`src/rtl/serial_feeder.sv`:
```
// Parallel-to-serial frame feeder: accepts a WIDTH-bit frame, emits one bit every DIV
// enabled cycles with a load strobe, then pulses frame_done before accepting the next frame.
module serial_feeder #(
    parameter int WIDTH = 8,
    parameter int DIV   = 4
) (
    input  logic             clk,
    input  logic             reset,
    input  logic [WIDTH-1:0] din,
    input  logic             din_valid,
    output logic             din_ready,
    input  logic             msb_first,
    input  logic             en,
    output logic             bit_out,
    output logic             bit_valid,
    output logic             busy,
    output logic             frame_done,
    output logic [1:0]       state_dbg
);

    localparam int BCW = (WIDTH > 1) ? $clog2(WIDTH) : 1;
    localparam int DCW = (DIV > 1) ? $clog2(DIV) : 1;
    localparam logic [BCW-1:0] BIT_LAST = BCW'(WIDTH - 1);
    localparam logic [DCW-1:0] DIV_LAST = DCW'(DIV - 1);

    // Handshake: a frame transfers on a rising edge where din_valid and din_ready are both 1;
    // din_ready is high only in IDLE, so din is never sampled while a frame is in flight.
    typedef enum logic [1:0] {
        IDLE  = 2'd0,
        SHIFT = 2'd1,
        DONE  = 2'd2
    } state_t;

    state_t           state;
    logic [WIDTH-1:0] shreg;
    logic             msb_lat;
    logic [BCW-1:0]   bit_cnt;
    logic [DCW-1:0]   div_cnt;

    assign bit_valid = (state == SHIFT) && en && (div_cnt == DIV_LAST);
    assign state_dbg = state;

    always_ff @(posedge clk) begin
        if (!reset) begin
            state      <= IDLE;
            shreg      <= '0;
            msb_lat    <= 1'b0;
            bit_cnt    <= '0;
            div_cnt    <= '0;
            din_ready  <= 1'b1;
            bit_out    <= 1'b0;
            busy       <= 1'b0;
            frame_done <= 1'b0;
        end else begin
            case (state)
                IDLE: begin
                    if (din_valid) begin
                        state     <= SHIFT;
                        shreg     <= din;
                        msb_lat   <= msb_first;
                        bit_cnt   <= '0;
                        div_cnt   <= '0;
                        din_ready <= 1'b0;
                        busy      <= 1'b1;
                        bit_out   <= msb_first ? din[WIDTH-1] : din[0];
                    end
                end
                SHIFT: begin
                    if (en) begin
                        if (div_cnt == DIV_LAST) begin
                            div_cnt <= '0;
                            if (bit_cnt == BIT_LAST) begin
                                state      <= DONE;
                                frame_done <= 1'b1;
                                bit_out    <= 1'b0;
                            end else begin
                                bit_cnt <= bit_cnt + 1'b1;
                                // bit_out is registered, so preload the bit that moves into the output slot
                                if (msb_lat) begin
                                    shreg   <= shreg << 1;
                                    bit_out <= shreg[WIDTH-2];
                                end else begin
                                    shreg   <= shreg >> 1;
                                    bit_out <= shreg[1];
                                end
                            end
                        end else begin
                            div_cnt <= div_cnt + 1'b1;
                        end
                    end
                end
                DONE: begin
                    state      <= IDLE;
                    frame_done <= 1'b0;
                    busy       <= 1'b0;
                    din_ready  <= 1'b1;
                end
                default: begin
                    state      <= IDLE;
                    frame_done <= 1'b0;
                    busy       <= 1'b0;
                    din_ready  <= 1'b1;
                    bit_out    <= 1'b0;
                end
            endcase
        end
    end

endmodule

```
`config.mk`:
```
export PLATFORM = sky130hd
export DESIGN_NAME = serial_feeder
export DESIGN_NICKNAME = d
export VERILOG_FILES = /design/src/rtl/serial_feeder.sv
export SDC_FILE = /design/constraint.sdc
export NUM_CORES = 1
export LEC_CHECK = 0
export ABC_CLOCK_PERIOD_IN_PS = 1680
export BUFFER_PORTS_ARGS = -buffer_cell sky130_fd_sc_hd__buf_2
export CAP_MARGIN = 20
export CORE_MARGIN = 1
export CORE_UTILIZATION = 48
export DETAILED_ROUTE_END_ITERATION = 8
export HOLD_SLACK_MARGIN = 0.02
export PLACE_DENSITY_LB_ADDON = 0.3
export SLEW_MARGIN = 20
export SYNTH_ARGS = -nofsm -noshare
export SYNTH_HDL_FRONTEND = slang
export SYNTH_SLANG_ARGS = --single-unit
```
`constraint.sdc`:
```
create_clock -name clk -period 1.68 [get_ports clk]
set_input_delay 0.084 -clock clk [delete_from_list [all_inputs] [get_ports clk]]
set_output_delay 0.084 -clock clk [all_outputs]
set_load 0.01 [all_outputs]
```
==> out/results.tsv, run 1 <==
metric	value	unit
Synth cell types	28	
RSZ-0062 raised after global routing	no	
Core Area	1980	um^2
initial DRC count	5	
worst-margin pin slew	0.542	ns
pin count of the biggest net entering global routing	29	
Hold WS	0.0573	ns
Final nets	150	
Max stage delay on crit path	0.35	ns
PwrDens	885	nW/um^2
Antenna Violating Nets Remaining	0	
setup violators final	0	
Relative slew margins	63.8	%
ANT cells	0	
Hold Crit Depth	3	
Design Area, Final	1190	um^2
htree depth	1	
crit path kind	reg2reg	
Area Overhead vs Synth	16.9	%
number of global-route vias before repair	689	
deepest clock path buffer count	2	
Lkg Pwr	0.000490	uW
net count after synthesis	132	
TritonCTS clock tree	built	
flops & latches, synth	20	
dpl cell area	1120	um^2
period utilization	95.9	%
syn_area_per_cell	8.81	um^2
Setup Skew	0.00717	ns
NetSw	248	uW
status	finished, final reports clean	
GRT Overall Usage	17.7	%
Slew Limit Fails	0	
Clock Latency Late Sink	0.30	ns
clock sinks	20	
CP Max Fanout	3	
Reg clk slew, reported paths	0.12	ns
initial antenna violation count	0	
Seq/Total Area, Yosys	39.2	%
Startpoint Class	register	
R2R depth	6	
final core utilization	60.3	%
Reg power frac	49.6	%
CTS root buffer	clkbuf_4	
required time of the critical path	1.89	ns
number of CTS-inserted buffers	3	
first-pass GRT wire length	2.88	mm
DIE WIDTH	48.2	um
Most common cell on crit path	ha_2	
I/O pin cnt	20	
CP arrival	1.82	ns
sequential cell area	403	um^2
Crit Reg-Reg Startpoint	bit_cnt[0]	
number of fill cells	175	
net switching fraction of the power	23.5	%
Buf/Inv on CP	0	
Synth Instances	116	
Post-Place Cells	155	
input/output buffers	19	
Via density	5.36	
CP max stage cell	dfxtp_2	
top achievable clock speed	0.620	GHz
VDD IR-drop max	0.000541	V
Ys Warns	0	
flop2flop setup slack	0.07	ns
Worst Setup End Kind	register	
Final Critical Period	1.61	ns
Hold/Removal Path Class	in2reg	
Congestion Overflow GR	0	
Logic pwr share	13.1	%
Die ar.	2320	um^2
Min-Delay Startpoint	din_valid	
gp weighted congestion	0.862	
row cnt	16	
number of max-cap violations	0	
clock network power share	37.3	%
Synth Cell Area	1020	um^2
WHS Endpoint	state_dbg[0]	
Worst R2R End	shreg[7]	
commonest non-fill, non-tap cell in the layout	buf_2	
number of remaining DRC errors	0	
Final HPWL DP	1.31	mm
most frequent cells in the layout	19 x buf_2, 18 x dfxtp_1, 13 x nand3_1	
routed len/inst	12.0	um
Power Internal	809	uW
routed vias	858	
layout cells sized above 1	25.6	%
final wirelength	1.92	mm
Final Hold Fails	0	
starting density of the core	51.6	%
hold buffers post-CTS	0	
multi-input logic area	581	um^2
drt first pass iters	4	
critical path cell sequence	ha_2 > ha_2 > nand4b_1 > a21o_1 > a311o_1 > and3_1	
crit-path leading delay family	compound AO/OA/AOI/OAI gates	
fin cells	160	
die height	48.2	um
## cell type report
type,count,share of cell area [%]
Clock buffer,3,1.88
Clock inverter,1,2.51
Multi-Input combinational cell,86,48.6
Timing Repair Buffer,23,10.5
Sequential cell,20,33.7
Tap cell,27,2.83
## tightest hold or removal path: stages
cell and delay, ns:
buf_2 0.12, nor2_1 0.08, nor3_1 0.05
## through the flow
| step | setup WS, ns | setup TNS (ns) | total power [uW] |
|---|---|---|---|
| 5_1_grt | 0.0109 | 0 | 1110 |
| 3_3_place_gp | 0.0388 | 0 | 666 |
| 3_5_place_dp | -0.0173 | -0.0173 | 671 |
| 6_report | 0.0681 | 0 | 1060 |
| 2_1_floorplan | 0.0573 | 0 | 631 |
| 4_1_cts | 0.00240 | 0 | 1060 |
## what timing repair did
item | 4_1_cts | 5_1_grt
pin swaps | 0 | 1
setup buffers | 0 | 1
setup endpoints to repair | 2 | 3
gates resized for setup | 3 | 3
## layer usage
layer  up-vias  GRT usage [%]  routed length, um
met2        17           27.2                891
met1       384           23.9                944
met3         4           3.33                 64
met4         0           8.33                 23
li1        453              -                  -
met5         -              0                  0
## sequential cells by signal, indices dropped and copies added (netlist names)
signal      count
bit_out         1
div_cnt         2
din_ready       1
state_dbg       2
bit_cnt         3
msb_lat         1
frame_done      1
shreg           8
busy            1
## synthesized netlist by cell type
library cell  number  area [um^2]
a21o_1             2         15.0
a21oi_1            2         10.0
a311o_1            1         10.0
a32oi_1            2         17.5
and2_1             2         12.5
and3_1             2         12.5
and4_1             1         8.76
buf_2              4         20.0
buf_4              1         7.51
buf_6              1         11.3
clkbuf_1           4         15.0
dfxtp_1           20          400
ha_1               3         37.5
mux2_2             1         11.3
mux2i_1            9         90.1
nand2_1            8         30.0
nand2b_1           2         12.5
nand2b_4           1         13.8
nand3_1           13         65.1
nand3b_1           1         7.51
nand4b_1           2         17.5
nor2_1             4         15.0
nor2b_1            7         43.8
nor3_1             2         10.0
nor3b_1            2         15.0
o211ai_1           6         45.0
o21a_1             1         7.51
o21ai_0           12         60.1
## logic make-up (layout without fill, tap and decap cells)
group,count (synthesis),after routing,synth area share [%]
AO/OA/AOI/OAI,26,26,16.2
adder cells (fa/ha/maj),3,3,3.67
multiplexers,10,10,9.91
AND/OR/NAND/NOR,47,47,25.8
flip-flops,20,20,39.2
buffers and inverters,10,27,5.26
## power by group through the flow
stage / combinational [uW] / sequential, uW / clock, uW
2_1_floorplan: 106 / 526 / 0
3_3_place_gp: 133 / 533 / 0
3_5_place_dp: 136 / 534 / 0
4_1_cts: 138 / 524 / 401
5_1_grt: 156 / 530 / 426
6_report: 138 / 525 / 394
## worst max-delay path by stage
stage / startpoint / to / slack (ns) / cells after the start
floorplan: bit_cnt[0] / shreg[7] / 0.06 / 6
global placement: bit_cnt[0] / shreg[7] / 0.04 / 6
detailed placement: bit_cnt[0] / shreg[7] / -0.02 / 6
CTS: bit_cnt[0] / shreg[7] / 0.002 / 6
global route: bit_cnt[0] / shreg[7] / 0.01 / 6
finish: bit_cnt[0] / shreg[7] / 0.07 / 6
(Power assumes the default switching activity.)
==> run 2: changes to the inputs <==
--- a/config.mk
+++ b/config.mk
@@ -9,7 +9,7 @@
 export BUFFER_PORTS_ARGS = -buffer_cell sky130_fd_sc_hd__buf_2
 export CAP_MARGIN = 20
 export CORE_MARGIN = 1
-export CORE_UTILIZATION = 48
+export CORE_UTILIZATION = 35
 export DETAILED_ROUTE_END_ITERATION = 8
 export HOLD_SLACK_MARGIN = 0.02
 export PLACE_DENSITY_LB_ADDON = 0.3
==> run 2 against run 1 <==
Compared with the run above:
- clock-buffer cell count is the same
- core utilization shrank 16 points
- sequential share of layout area shrank 0.56 points
- non-clock buffer count grew 3
- maximum frequency shrank 0.71%
- first-iteration DRC count grew 20%
- largest power group unchanged
==> out/results.tsv, run 2 (same netlist as run 1, synthesis figures left out) <==
metric	value	unit	change
Core Area	2760	um^2	was 1980 um^2
CTS root buffer	clkbuf_4		unchanged
Max stage delay on crit path	0.34	ns	was 0.35 ns
NetSw	251	uW	was 248 uW
deepest clock path buffer count	2		unchanged
Startpoint Class	register		unchanged
Final Critical Period	1.62	ns	was 1.61 ns
Power Internal	813	uW	was 809 uW
RSZ-0062 raised after global routing	no		unchanged
number of fill cells	294		was 175
DP Worst Slack	0.0464	ns	was -0.0173 ns
I/O pin cnt	20		unchanged
Final Hold Fails	0		unchanged
status	finished, final reports clean		unchanged
Final nets	153		was 150
CP Max Fanout	3		unchanged
Reg clk slew, reported paths	0.13	ns	was 0.12 ns
CP max stage cell	dfxtp_1		was dfxtp_2
Worst Setup End Kind	register		unchanged
clock network power share	37.3	%	about the same
Largest regs	shreg: 8 flops, bit_cnt: 3 flops		unchanged
worst-margin pin slew	0.494	ns	was 0.542 ns
Reg power frac	49.3	%	was 49.6%
Setup Skew	0.0150	ns	was 0.00717 ns
clock sinks	20		unchanged
sequential cell area	402	um^2	was 403 um^2
number of remaining DRC errors	0		unchanged
gp weighted congestion	0.696		was 0.862
starting density of the core	37.1	%	was 51.6%
first-pass GRT wire length	3.34	mm	was 2.88 mm
CP arrival	1.84	ns	was 1.82 ns
row cnt	19		was 16
routed vias	864		was 858
Final HPWL DP	1.44	mm	was 1.31 mm
most frequent cells in the layout	19 x dfxtp_1, 19 x buf_2, 13 x nand3_1		was 19 x buf_2, 18 x dfxtp_1, 13 x nand3_1
crit path kind	reg2reg		unchanged
Area Overhead vs Synth	18.5	%	was 16.9%
Antenna Violating Nets Remaining	0		unchanged
input/output buffers	19		unchanged
initial DRC count	6		was 5
number of global-route vias before repair	755		was 689
pin count of the biggest net entering global routing	24		was 29
htree depth	1		unchanged
critical path cell sequence	ha_1 > ha_1 > nand4b_1 > a21o_1 > a311o_1 > and3_1		was ha_2 > ha_2 > nand4b_1 > a21o_1 > a311o_1 > and3_1
period utilization	96.6	%	was 95.9%
Biggest register	shreg		unchanged
Hold/Removal Path Class	in2reg		unchanged
Die ar.	3140	um^2	was 2320 um^2
number of max-cap violations	0		unchanged
fin cells	167		was 160
post-route setup slack	0.0566	ns	was 0.0681 ns
PwrDens	878	nW/um^2	was 885 nW/um^2
routed len/inst	11.9	um	was 12.0 um
setup TNS	0	ns	unchanged
Congestion Overflow GR	0		unchanged
crit-path leading delay family	compound AO/OA/AOI/OAI gates		unchanged
top achievable clock speed	0.616	GHz	was 0.620 GHz
VDD IR-drop max	0.000687	V	was 0.000541 V
Lkg Pwr	0.000506	uW	was 0.000490 uW
number of CTS-inserted buffers	3		unchanged
Most common cell on crit path	ha_1		was ha_2
Buf/Inv on CP	0		unchanged
net switching fraction of the power	23.6	%	was 23.5%
Relative slew margins	67.1	%	was 63.8%
setup violators final	0		unchanged
final wirelength	1.98	mm	was 1.92 mm
Clock Latency Late Sink	0.31	ns	was 0.30 ns
GRT Overall Usage	13.3	%	was 17.7%
max reg flops	8		unchanged
drt first pass iters	4		unchanged
multi-input logic area	568	um^2	was 581 um^2
required time of the critical path	1.90	ns	was 1.89 ns
die height	56.0	um	was 48.2 um
TritonCTS clock tree	built		unchanged
Slew Limit Fails	0		unchanged
Logic pwr share	13.4	%	was 13.1%
DIE WIDTH	56.0	um	was 48.2 um
initial antenna violation count	0		unchanged
ANT cells	0		unchanged
Post-Place Cells	162		was 155
Hold WS	0.0631	ns	was 0.0573 ns
Via density	5.17		was 5.36
layout cells sized above 1	23.5	%	was 25.6%
[run 2: layer usage]
| layer | routed length, um | GRT usage [%] | share of wire [%] |
|---|---|---|---|
| met3 | 84 | 5.12 | 4.2 |
| met5 | 0 | 0 | 0 |
| met1 | 903 | 14.9 | 46 |
| met2 | 973 | 24.1 | 49 |
| met4 | 19 | 2.09 | 0.96 |
[run 2: timing repair]
item | CTS | global route
gates resized for setup | 0 | 1
buffers inserted | 0 | 0
hold endpoints to repair | 0 | 1
hold buffers | 0 | 1
setup endpoints to repair | 0 | 1
[run 2: tightest hold or removal path, cell delays in order]
cell    delay (ns)
buf_2         0.12
nor2_1        0.09
nor3_1        0.05
[run 2: path summary, 6_finish.rpt]
path / startpoint / endpoint / slack [ns] / depth (start not counted)
max: bit_cnt[0] / shreg[7] / 0.06 / 6
min: din_valid / state_dbg[0] / 0.06 / 3
max reg2reg: bit_cnt[0] / shreg[7] / 0.06 / 6
min reg2reg: frame_done / frame_done / 0.48 / 2
[run 2: power groups by stage]
stage	clock [uW]	combinational [uW]	sequential, uW
2_1_floorplan	0	106	526
3_3_place_gp	0	138	533
3_5_place_dp	0	141	535
4_1_cts	408	142	524
5_1_grt	428	160	529
6_report	397	142	524
[run 2: layout make-up]
class | instances | area share [%]
clock buffer | 3 | 1.86
clock inverter | 1 | 2.48
tap | 31 | 3.20
multi-input combinational | 86 | 46.9
timing repair buffer | 26 | 12.4
sequential | 20 | 33.2
[run 2: per-stage QoR]
| step | power (uW) | instance area (um^2) | utilization (%) |
|---|---|---|---|
| final | 1060 | 1210 | 43.9 |
| after detailed placement | 676 | 1150 | 41.6 |
| after global routing | 1120 | 1210 | 43.9 |
| after global placement | 672 | 1150 | 41.6 |
| after floorplan | 631 | 1020 | - |
| after CTS | 1070 | 1200 | 43.5 |
==> run 3: changes to the inputs <==
--- a/config.mk
+++ b/config.mk
@@ -5,7 +5,7 @@
 export SDC_FILE = /design/constraint.sdc
 export NUM_CORES = 1
 export LEC_CHECK = 0
-export ABC_CLOCK_PERIOD_IN_PS = 1680
+export ABC_CLOCK_PERIOD_IN_PS = 1500
 export BUFFER_PORTS_ARGS = -buffer_cell sky130_fd_sc_hd__buf_2
 export CAP_MARGIN = 20
 export CORE_MARGIN = 1
==> constraint.sdc (replaced) <==
create_clock -name clk -period 1.5 [get_ports clk]
set_input_delay 0.075 -clock clk [delete_from_list [all_inputs] [get_ports clk]]
set_output_delay 0.075 -clock clk [all_outputs]
set_load 0.01 [all_outputs]
==> run 3 against run 2 <==
Compared with the run above:
- the flow now finishes with violations (negative setup slack)
- total power grew 0.50%
- critical endpoint unchanged
- via count grew 4.4%
- cell count grew 2.4%
- register-to-register slack lost 0.08 ns
- cell area grew 6.0%
- combinational power grew 21%
- sequential share of layout area shrank 1.4 points
- non-clock buffer count grew 4
- largest cell class unchanged
- first-iteration DRC count grew to 3.0 times the previous value
- global-route usage grew 0.74 points
==> out/results.tsv, run 3 (same netlist as run 1, synthesis figures left out) <==
metric	value	unit	change
worst-margin pin slew	0.495	ns	was 0.494 ns
CP Max Fanout	2		was 3
status	complete, but fails checks		was finished, final reports clean
PwrDens	832	nW/um^2	was 878 nW/um^2
CTS root buffer	clkbuf_4		unchanged
most frequent cells in the layout	19 x buf_2, 16 x dfxtp_1, 13 x nand3_1		was 19 x dfxtp_1, 19 x buf_2, 13 x nand3_1
I/O pin cnt	20		unchanged
Final Critical Period	1.52	ns	was 1.62 ns
Most common cell on crit path	ha_4		was ha_1
Final Hold Fails	0		unchanged
initial DRC count	18		was 6
Biggest register	shreg		unchanged
drt first pass iters	4		unchanged
gp weighted congestion	0.790		was 0.696
Design Area, Final	1280	um^2	was 1210 um^2
initial antenna violation count	0		unchanged
critical path cell sequence	ha_4 > ha_4 > nand4b_1 > a21o_1 > a311o_1 > and3_1		was ha_1 > ha_1 > nand4b_1 > a21o_1 > a311o_1 > and3_1
htree depth	1		unchanged
Min-Delay Startpoint	din_valid		unchanged
post-route setup slack	-0.0196	ns	was 0.0566 ns
top achievable clock speed	0.658	GHz	was 0.616 GHz
Reg clk slew, reported paths	0.11	ns	was 0.13 ns
number of remaining DRC errors	0		unchanged
Core Area	2760	um^2	unchanged
layout cells sized above 1	32.1	%	was 23.5%
hold buffers post-CTS	0		unchanged
setup violators final	1		was 0
input/output buffers	19		unchanged
period utilization	101	%	was 96.6%
TritonCTS clock tree	built		unchanged
die height	56.0	um	unchanged
Final nets	157		was 153
number of max-cap violations	0		unchanged
VDD IR-drop max	0.000566	V	was 0.000687 V
Slew Limit Fails	0		unchanged
Congestion Overflow GR	0		unchanged
DIE WIDTH	56.0	um	unchanged
DP Worst Slack	-0.0170	ns	was 0.0464 ns
Clock Latency Late Sink	0.29	ns	was 0.31 ns
Antenna Violating Nets Remaining	0		unchanged
crit path kind	reg2reg		unchanged
Worst Setup End Kind	register		unchanged
Hold Crit Depth	3		unchanged
starting density of the core	37.1	%	unchanged
WHS Endpoint	state_dbg[0]		unchanged
Hold/Removal Path Class	in2reg		unchanged
max reg flops	8		unchanged
routed len/inst	12.0	um	was 11.9 um
final core utilization	46.6	%	was 43.9%
RSZ-0062 raised after global routing	yes		was no
flop2flop setup slack	-0.02	ns	was 0.06 ns
failing checks	negative setup slack		
final wirelength	2.05	mm	was 1.98 mm
Final HPWL DP	1.53	mm	was 1.44 mm
Via density	5.27		was 5.17
pin count of the biggest net entering global routing	22		was 24
first-pass GRT wire length	3.56	mm	was 3.34 mm
Worst R2R End	shreg[7]		unchanged
routed vias	902		was 864
deepest clock path buffer count	2		unchanged
Startpoint Class	register		unchanged
Setup Skew	0.000821	ns	was 0.0150 ns
row cnt	19		unchanged
GRT Overall Usage	14.0	%	was 13.3%
number of global-route vias before repair	821		was 755
CP max stage cell	dfxtp_2		was dfxtp_1
Die ar.	3140	um^2	unchanged
number of fill cells	296		was 294
Max stage delay on crit path	0.36	ns	was 0.34 ns
Lkg Pwr	0.000523	uW	was 0.000506 uW
required time of the critical path	1.70	ns	was 1.90 ns
Relative slew margins	67.0	%	was 67.1%
Area Overhead vs Synth	25.6	%	was 18.5%
clock sinks	20		unchanged
Crit Reg-Reg Startpoint	bit_cnt[0]		unchanged
R2R depth	6		unchanged
number of CTS-inserted buffers	3		unchanged
dpl cell area	1190	um^2	was 1150 um^2
CP arrival	1.72	ns	was 1.84 ns
Largest regs	shreg: 8 flops, bit_cnt: 3 flops		unchanged
ANT cells	0		unchanged
commonest non-fill, non-tap cell in the layout	buf_2		
==> run 3: cell types whose count changed in the layout (fill, tap and decap cells not counted), sizes merged <==
cell	before	now
buf	25	30
dlygate4sd3	1	0
clkbuf	3	4
bufinv	1	0
==> run 3: how the worst max path moves through the flow <==
stage                           from  endpoint  slack (ns)
final                     bit_cnt[0]  shreg[7]       -0.02
after floorplan           bit_cnt[1]  shreg[7]        0.01
after global routing      bit_cnt[0]  shreg[7]       -0.09
after CTS                 bit_cnt[0]  shreg[7]       -0.02
after global placement    bit_cnt[1]  shreg[7]        0.01
after detailed placement  bit_cnt[1]  shreg[7]       -0.02
==> run 3: worst max-delay path, delay by kind of cell, from the launching register on <==
family          cells  cell delay [ns]
simple gates        2             0.32
flops               1             0.36
compound gates      2             0.45
fa+ha+maj           2             0.31
==> run 3: through the flow <==
stage | TNS, ns | std cells | hold slack, ns | power, uW
final | -0.0196 | 171 | 0.0726 | 1070
after global routing | -0.335 | 171 | 0.0624 | 1140
after CTS | -0.0242 | 170 | 0.0616 | 1080
after detailed placement | -0.0170 | 166 | 0.379 | 762
after global placement | 0 | 166 | 0.383 | 757
after floorplan | 0 | 116 | 0.237 | 707
==> run 3: layer usage <==
layer	GRT usage (%)	wire, um	vias to the layer above
met4	4.18	15	0
met3	3.02	84	2
met2	24.5	931	15
li1	-	-	467
met1	17.2	1020	418
met5	0	0	-
==> run 3: area by class of cell <==
type / count / area, um^2 / share of cell area [%]
flip-flops and latches: 20 / 408 / 31.8
multi-input cells: 86 / 616 / 48.0
well taps: 31 / 38.8 / 3.02
clock buffers: 4 / 36.3 / 2.83
repair buffers: 30 / 185 / 14.4
==> run 3: what timing repair did <==
item / CTS / global route
gates resized for setup: 8 / 5
setup buffers: 0 / 1
endpoints found under the setup margin: 5 / 12
==> run 3: power by group <==
part | total (uW) | internal [uW] | switching [uW]
Clock | 309 | 148 | 162
Combinational | 172 | 89.4 | 82.8
Sequential | 587 | 559 | 27.7
Total | 1070 | 796 | 272
